**src/rtl/uart_tx_fifo_if.sv**
```systemverilog
// Write-side bundle of uart_tx_fifo: byte strobe from sobel_ctrl, status back.
//   pi_data  byte to send
//   pi_flag  one-cycle write strobe for pi_data
//   po_busy  frame on the line or FIFO non-empty
//   po_full  FIFO holds FIFO_DEPTH bytes
//   po_ovf   one-cycle pulse: a strobed byte was dropped (FIFO full)
interface uart_tx_fifo_if;
  logic [7:0] pi_data;
  logic       pi_flag;
  logic       po_busy;
  logic       po_full;
  logic       po_ovf;

  modport master (output pi_data, pi_flag, input  po_busy, po_full, po_ovf);
  modport slave  (input  pi_data, pi_flag, output po_busy, po_full, po_ovf);
endinterface

```
**src/rtl/uart_tx_fifo.sv**
```systemverilog
// UART transmitter, 8N1, LSB first, with a byte FIFO in front of it.
// Return path for the sobel result stream; runs in the s_clk domain.
//   sclk   system clock
//   rst_n  asynchronous active-low reset; abandons any frame, line goes high
//   bus    write strobe/data in, busy/full/overflow status out
//   tx     serial line, idle high, registered
module uart_tx_fifo #(
  parameter int unsigned CLK_FREQ   = 50_000_000,
  parameter int unsigned BAUD       = 9600,
  parameter int unsigned FIFO_DEPTH = 16,
  parameter int unsigned ADDR_W     = 4
) (
  input  logic            sclk,
  input  logic            rst_n,
  uart_tx_fifo_if.slave   bus,
  output logic            tx
);

  localparam int unsigned BIT_CYCLES = CLK_FREQ / BAUD;
  localparam int unsigned CNT_W      = $clog2(BIT_CYCLES);

  typedef enum logic [1:0] {IDLE, START, DATA, STOP} state_t;

  state_t            state, state_n;
  logic [CNT_W-1:0]  baud_cnt, baud_cnt_n;
  logic [2:0]        bit_cnt, bit_cnt_n;
  logic [7:0]        shift, shift_n;
  logic [ADDR_W-1:0] wr_ptr, rd_ptr;
  logic [ADDR_W:0]   count, count_n;
  logic [7:0]        mem [FIFO_DEPTH];

  logic full, wr_en, pop, baud_last, tx_n;

  // Full is judged on the current count, so a same-cycle pop never frees a slot.
  assign full      = (count == (ADDR_W+1)'(FIFO_DEPTH));
  assign wr_en     = bus.pi_flag & ~full;
  assign baud_last = (baud_cnt == CNT_W'(BIT_CYCLES - 1));

  always_comb begin
    state_n    = state;
    baud_cnt_n = baud_cnt;
    bit_cnt_n  = bit_cnt;
    shift_n    = shift;
    pop        = 1'b0;

    case (state)
      IDLE: begin
        baud_cnt_n = '0;
        if (count != '0) begin
          pop     = 1'b1;
          shift_n = mem[rd_ptr];
          state_n = START;
        end
      end
      START: begin
        if (baud_last) begin
          baud_cnt_n = '0;
          state_n    = DATA;
        end else begin
          baud_cnt_n = baud_cnt + 1'b1;
        end
      end
      DATA: begin
        if (baud_last) begin
          baud_cnt_n = '0;
          shift_n    = {1'b0, shift[7:1]};
          if (bit_cnt == 3'd7) begin
            bit_cnt_n = '0;
            state_n   = STOP;
          end else begin
            bit_cnt_n = bit_cnt + 1'b1;
          end
        end else begin
          baud_cnt_n = baud_cnt + 1'b1;
        end
      end
      default: begin // STOP
        if (baud_last) begin
          baud_cnt_n = '0;
          if (count != '0) begin
            // back-to-back: next start bit follows the stop bit directly
            pop     = 1'b1;
            shift_n = mem[rd_ptr];
            state_n = START;
          end else begin
            state_n = IDLE;
          end
        end else begin
          baud_cnt_n = baud_cnt + 1'b1;
        end
      end
    endcase

    // tx is registered from the next state so it changes with the state itself.
    case (state_n)
      START:   tx_n = 1'b0;
      DATA:    tx_n = shift_n[0];
      default: tx_n = 1'b1;
    endcase

    case ({wr_en, pop})
      2'b10:   count_n = count + 1'b1;
      2'b01:   count_n = count - 1'b1;
      default: count_n = count;
    endcase
  end

  always_ff @(posedge sclk or negedge rst_n) begin
    if (!rst_n) begin
      state       <= IDLE;
      baud_cnt    <= '0;
      bit_cnt     <= '0;
      shift       <= '0;
      wr_ptr      <= '0;
      rd_ptr      <= '0;
      count       <= '0;
      tx          <= 1'b1;
      bus.po_busy <= 1'b0;
      bus.po_full <= 1'b0;
      bus.po_ovf  <= 1'b0;
    end else begin
      state       <= state_n;
      baud_cnt    <= baud_cnt_n;
      bit_cnt     <= bit_cnt_n;
      shift       <= shift_n;
      count       <= count_n;
      tx          <= tx_n;
      if (wr_en) wr_ptr <= wr_ptr + 1'b1;
      if (pop)   rd_ptr <= rd_ptr + 1'b1;
      bus.po_busy <= (state_n != IDLE) | (count_n != '0);
      bus.po_full <= (count_n == (ADDR_W+1)'(FIFO_DEPTH));
      bus.po_ovf  <= bus.pi_flag & full;
    end
  end

  always_ff @(posedge sclk) begin
    if (wr_en) mem[wr_ptr] <= bus.pi_data;
  end

endmodule

```
**src/flat_wrapper.sv**
```systemverilog
// flat-port wrapper written by rule: the top's interface ports become plain ports
module uart_tx_fifo_flat 
#(
  parameter int unsigned CLK_FREQ   = 50_000_000,
  parameter int unsigned BAUD       = 9600,
  parameter int unsigned FIFO_DEPTH = 16,
  parameter int unsigned ADDR_W     = 4
)
  (sclk, rst_n, tx, bus_pi_data, bus_pi_flag, bus_po_busy, bus_po_full, bus_po_ovf);
  uart_tx_fifo_if bus_i ();
  input  logic sclk;
  input  logic rst_n;
  output logic tx;
  input wire logic [$bits(bus_i.pi_data)-1:0] bus_pi_data;
  input wire logic [$bits(bus_i.pi_flag)-1:0] bus_pi_flag;
  output wire logic [$bits(bus_i.po_busy)-1:0] bus_po_busy;
  output wire logic [$bits(bus_i.po_full)-1:0] bus_po_full;
  output wire logic [$bits(bus_i.po_ovf)-1:0] bus_po_ovf;
  assign bus_i.pi_data = bus_pi_data;
  assign bus_i.pi_flag = bus_pi_flag;
  assign bus_po_busy = bus_i.po_busy;
  assign bus_po_full = bus_i.po_full;
  assign bus_po_ovf = bus_i.po_ovf;
  uart_tx_fifo #(.CLK_FREQ(CLK_FREQ), .BAUD(BAUD), .FIFO_DEPTH(FIFO_DEPTH), .ADDR_W(ADDR_W)) u_core (.sclk(sclk), .rst_n(rst_n), .bus(bus_i), .tx(tx));
endmodule
```
**config.mk**
```make
export PLATFORM = sky130hd
export DESIGN_NAME = uart_tx_fifo_flat
export DESIGN_NICKNAME = d
export VERILOG_FILES = /design/src/rtl/uart_tx_fifo_if.sv /design/src/rtl/uart_tx_fifo.sv /design/src/flat_wrapper.sv
export SDC_FILE = /design/constraint.sdc
export NUM_CORES = 1
export LEC_CHECK = 0
export CAP_MARGIN = 15
export CORE_MARGIN = 10
export CORE_UTILIZATION = 50
export CTS_CLUSTER_SIZE = 12
export DETAILED_ROUTE_END_ITERATION = 7
export PLACE_DENSITY = 0.63
export SYNTH_ARGS = -nofsm -noshare
export SYNTH_HDL_FRONTEND = slang
export SYNTH_SLANG_ARGS = --single-unit
```
**constraint.sdc**
```tcl
create_clock -name sclk -period 4.33 [get_ports sclk]
set_clock_uncertainty 0.15 [all_clocks]
set_input_delay 0.866 -clock sclk [delete_from_list [all_inputs] [get_ports sclk]]
set_output_delay 0.866 -clock sclk [all_outputs]
set_load 0.03 [all_outputs]
```
== Word-level counts from Yosys, hierarchy flattened ==
Memory sizes are Yosys's and may differ from the RTL's.
Cells that the tools add are included.

* Equality and inequality tests: 11
* Mux-type cells: 21
* Bitwise operators: 5
* Add/sub/neg operators: 6
* Reductions and logical operators: 8

{| class="wikitable"
|+ Operator list
! operator !! number
|-
| $mux W13 || 2
|-
| $mux W8 || 3
|-
| $pmux W8 S3 || 1
|-
| $add A13 B1 Y13 const B || 1
|-
| $eq A13 B13 Y1 const B || 1
|-
| $eq A5 B5 Y1 const B || 2
|-
| $mux W2 || 5
|-
| $pmux W5 S2 || 1
|-
| $reduce_bool A5 Y1 || 2
|-
| $add A4 B1 Y4 const B || 2
|-
| $eq A2 B1 Y1 const B || 3
|-
| $eq A2 B2 Y1 const B || 3
|-
| $pmux W2 S3 || 1
|-
| $add A5 B1 Y5 const B || 1
|-
| $mux W1 || 5
|-
| $sub A5 B1 Y5 const B || 1
|-
| $pmux W1 S2 || 2
|-
| $reduce_bool A2 Y1 || 2
|-
| $add A3 B1 Y3 const B || 1
|-
| $eq A3 B3 Y1 const B || 1
|-
| $mux W3 || 1
|-
| $reduce_and A3 Y1 || 1
|-
| $and A1 B1 Y1 || 2
|-
| $logic_not A2 Y1 || 1
|-
| other kinds (5) || 6
|}

* Register bits: 43
* Bits in writable memories: 128
* Logic and storage cells: 64
* Output and inout port bits: 4
* Input port bits: 11
* Memories: 1

{| class="wikitable"
|+ Memory list
! name !! depth !! bits a word !! read ports !! clocked after Yosys merged registers in !! write ports !! RTL line !! RTL
|-
| u_core.mem || 16 || 8 || 1 || 0 || 1 || uart_tx_fifo.sv:30 || <nowiki>logic [7:0] mem [FIFO_DEPTH];</nowiki>
|}

== Longest topological paths before layout ==
* Word-level depth: 8
* Mapped depth: 12
* Gate-level depth less buffers: 12

== Worst setup path after synthesis ==
No wires, ideal clock.

* Path type: reg-to-reg
* Start point: reg u_core.baud_cnt[0]
* End point: reg u_core.bus.po_busy
* Setup slack: 873 ps
* Buffers on the path: 1
* Cell stages (with the launch flop): 12
* Library setup time: 139 ps
* Data arrival time: 3168 ps
* Clock period less this slack: 3457 ps
* Data required time: 4041 ps
* Cells stage by stage: dfrtp_1 > ha_1 > or4bb_4 > nor4_4 > o22ai_1 > inv_2 > ha_1 > clkbuf_1 > nor3_1 > mux2i_1 > xnor2_1 > or4_1

* Longest elaborated chain between the ends: 7
* Elaborated cells between the ends (all ways): 13
* Classes of those cells: eq/ne (3); mux (7); bitwise (1); reduce/logical (2)

{| class="wikitable"
|+ Ends and longest elaborated chain
! what !! RTL line !! RTL
|-
| start, declared || uart_tx_fifo.sv:25 || <nowiki>logic [CNT_W-1:0] baud_cnt, baud_cnt_n;</nowiki>
|-
| start signal, assigned || uart_tx_fifo.sv:123 || <nowiki>baud_cnt <= baud_cnt_n;</nowiki>
|-
| $eq A13 B13 Y1 * || uart_tx_fifo.sv:37 || <nowiki>assign baud_last = (baud_cnt == CNT_W'(BIT_CYCLES - 1));</nowiki>
|-
| $mux W1 * || uart_tx_fifo.sv:78 || <nowiki>if (baud_last) begin</nowiki>
|-
| $pmux W1 S2 * || uart_tx_fifo.sv:46 || <nowiki>case (state)</nowiki>
|-
| $eq A2 B1 Y1 or $eq A2 B2 Y1 (tied branches) || uart_tx_fifo.sv:101 || <nowiki>case ({wr_en, pop})</nowiki>
|-
| $pmux W5 S2 * || uart_tx_fifo.sv:101 ||
|-
| via u_core.count_n[3] || uart_tx_fifo.sv:29 || <nowiki>logic [ADDR_W:0] count, count_n;</nowiki>
|-
| $reduce_bool A5 Y1 * || uart_tx_fifo.sv:130 || <nowiki>bus.po_busy <= (state_n != IDLE) | (count_n != '0);</nowiki>
|-
| $or A1 B1 Y1 * || uart_tx_fifo.sv:130 ||
|-
| end signal, assigned || uart_tx_fifo.sv:130 ||
|-
| end, declared || uart_tx_fifo_if.sv:15 || <nowiki>modport slave (input pi_data, pi_flag, output po_busy, po_full, po_ovf);</nowiki>
|}

Mark *: on every way through the listed nets, which the timed path passes. The rest lies on a longest branch.
A chain may end at the register's enable or synchronous reset.

== Worst setup path after layout ==
Ends and elaborated chain as after synthesis.

==> reports/qor.txt <==
Status = finished, final reports clean
Worst slew margin = 36.7%
Yosys top cell area share = 54.3%
Max-slew violations = 0
Syn Area/Cell = 17.0 um2
DP Area = 7430 um2
DRT Pass-1 Iters = 4
FF-to-FF Start = u_core.baud_cnt[0]
Top cells by area, synth = edfxtp_1 54%, dfrtp_1 15%, mux4_2 12%
Hold path start = u_core.shift[6]
RSZ-0062 raised after global routing = no
Unique masters post-synth = 51
Fmax = 0.269 GHz
GR Overflow Total = 0
Post-cts hold buffer count = 0
Core Area = 13,900 um2
Dominant synthesized flop cell = edfxtp_1
Worst Setup Path Type = reg2reg
Synth Instances = 417
Synth warnings = 0
Post-synthesis sequential area ratio = 69.5%
Critical path required time = 4480 ps
Final Hold Vio Count = 0
Worst setup margin = 607 ps
Fillers = 1,063
# port buffers = 14
Share of cells above drive strength 1 = 19.9%
Final Setup Violations = 0
Nets = 461
CP endpoint kind = register
Die area = 19,300 um2
Post-CTS Setup Bufs = 0
CTS root buf = clkbuf_16
Final core utilization = 57.9%
Max VDD drop = 0.000366 V
CTS Buffer Depth = 2
Die Span Y = 139 um
CP Data Arrival Time = 3870 ps
Storage element area = 4920 um2
Cell area after synthesis = 7080 um2
Non-filler cells in the finished layout = 633
PD cells = 625 nW/um2
Vias = 3,582
Vias in the first global route = 3,770
Area grow syn2layout = 13.5%
Num ports = 15
GRT Util Overall = 14.0%
Gpl congestion = 0.854
N_diodes = 0
Initial antenna violation count = 0
Post-CTS sizing = 0
CP bufs+invs = 1
Critical path peak fanout = 9
Row Count = 43
Final min period = 3720 ps
Placed insts = 601
CTS tree = done
Crit-path cells = ha_1 > or4bb_4 > nor4_4 > o22ai_1 > inv_2 > ha_1 > nor3_1 > mux2i_1 > xnor2_1 > or4_1
Syn Nets = 438
Residual DRC count = 0
Largest net degree at the start of global routing = 44
Worst Tran Pin Value = 950 ps
DRT iter0 DRCs = 280
Area of the multi-input gates = 2020 um2
EDFF count, synth = 128
Num CTS Buffers = 17
Synthesized flop and latch total = 171
Tcrit/Tclk final = 86.0%
Setup slack at placement = 599 ps
Remaining antenna violation count after routing = 0
Asr flop ratio synth = 25.1%
Initial Util = 51.0%
CP max stage delay = 600 ps
First-pass GRT wire length = 21,100 um
Post-route design area = 8030 um2
Drt wl/cell = 20.2 um
Die W = 139 um
Clock sinks = 171
Critical-path top delay cell = or4bb_4
H-tree levels = 4
Lkg Pwr = 2.85 nW
Crit path launch = u_core.baud_cnt[0]
Latest clock arrival within the worst-skew pair = 420 ps
Max Cap Violations = 0
CP startpoint kind = register
Area leader, netlist = edfxtp_1
Cell mode on critical path = ha_1
DP HPWL = 8350 um
Vias per cell = 5.66
Post-route setup TNS = 0 ps
Worst hold path class = reg2reg
Clock slew at reported path FFs = 70 ps
Final WL = 12,800 um
Top Family by Delay on Critical Path = simple AND/OR/NAND/NOR gates
==> registers in the layout, indices dropped and copies added (netlist names) <==
register,count
u_core.mem,128
u_core.baud_cnt,13
u_core.shift,8
u_core.count,5
u_core.rd_ptr,4
u_core.wr_ptr,4
u_core.bit_cnt,3
u_core.state,2
u_core.bus.po_busy,1
u_core.bus.po_full,1
u_core.bus.po_ovf,1
u_core.tx,1
==> area by class of cell <==
type	count	share of cell area [%]
well taps	180	2.80
clock inverters	14	2.13
flip-flops and latches	171	61.3
multi-input cells	211	25.2
repair buffers	22	2.43
inverters	17	0.794
clock buffers	18	5.34
==> per-stage QoR <==
| step | power (mW) | hold WS (ps) |
|---|---|---|
| 3_5_place_dp | 3.54 | 346 |
| 6_report | 5.02 | 365 |
| 3_3_place_gp | 3.50 | 343 |
| 5_1_grt | 5.29 | 387 |
| 4_1_cts | 5.08 | 364 |
| 2_1_floorplan | 3.18 | 323 |
==> power breakdown <==
| group | internal (mW) | switching, mW |
|---|---|---|
| clock | 0.907 | 0.620 |
| sequential | 2.02 | 0.321 |
| combinational | 0.631 | 0.519 |
| total | 3.56 | 1.46 |
==> cells in the mapped netlist, types with 2 or more instances <==
cell type / instances
o22ai_1: 2
mux4_2: 39
edfxtp_1: 128
nand2_1: 19
buf_1: 5
nand3_1: 6
ha_1: 10
o21ai_0: 11
mux2i_1: 4
xor2_1: 8
or4_1: 2
a21o_1: 2
or3_1: 4
buf_2: 2
nor2_1: 31
and3_1: 3
and4_1: 2
a31oi_1: 2
nor3_1: 9
inv_1: 16
xnor2_1: 12
a22oi_1: 6
dfrtp_1: 42
a21oi_1: 7
clkbuf_1: 11
nand2b_1: 2
mux2_2: 4
nand4_1: 5
==> final timing paths <==
kind | to | slack, ps | cells after the start
worst max register to register | u_core.bus.po_busy | 610 | 10
worst min-delay path | u_core.shift[6] | 360 | 2
max in group asynchronous | u_core.rd_ptr[0] | 2930 | 1
worst max-delay path | u_core.bus.po_busy | 610 | 10
worst min register to register | u_core.shift[6] | 360 | 2
min in group asynchronous | u_core.count[4] | 440 | 1
==> layout by cell type (no fill, tap or decap), types with 3 or more instances in the layout <==
cell type,synthesis,layout
edfxtp_1,128,128
dfrtp_1,42,40
mux4_2,39,39
nor2_1,31,31
nand2_1,19,19
clkbuf_16,0,17
inv_1,16,16
clkdlybuf4s50_1,0,13
xnor2_1,12,12
o21ai_0,11,11
ha_1,10,10
nor3_1,9,9
xor2_1,8,8
buf_4,0,8
a21oi_1,7,7
nand3_1,6,6
a22oi_1,6,6
nand4_1,5,5
clkinvlp_4,0,5
mux2i_1,4,4
mux2_2,4,4
or3_1,4,4
and3_1,3,3
bufinv_16,0,3
clkinv_4,0,3
==> worst min-delay path, cell delays in order (launching register included) <==
cell and delay, ps:
dfrtp_1 350, a22oi_1 60, o21ai_0 70
==> per-layer routing <==
layer | part of all wire, % | wire [um] | track usage, %
met1 | 45 | 5750 | 17.6
met2 | 50 | 6420 | 22.7
met3 | 3.4 | 431 | 3.63
met4 | 1.4 | 176 | 5.11
met5 | 0 | 0 | 0
==> cells by family (layout without fill, tap and decap cells) <==
| family | after synthesis | in the layout | share of synthesized area (%) |
|---|---|---|---|
| flip-flops | 171 | 171 | 69.5 |
| AND/OR/NAND/NOR | 94 | 94 | 7.00 |
| adder cells (fa/ha/maj) | 11 | 11 | 1.91 |
| multiplexers | 47 | 47 | 13.6 |
| buffers and inverters | 35 | 71 | 1.89 |
| XOR/XNOR | 20 | 20 | 2.47 |
| AO/OA/AOI/OAI | 39 | 39 | 3.61 |
No activity file was read; power rests on OpenSTA's default activity.
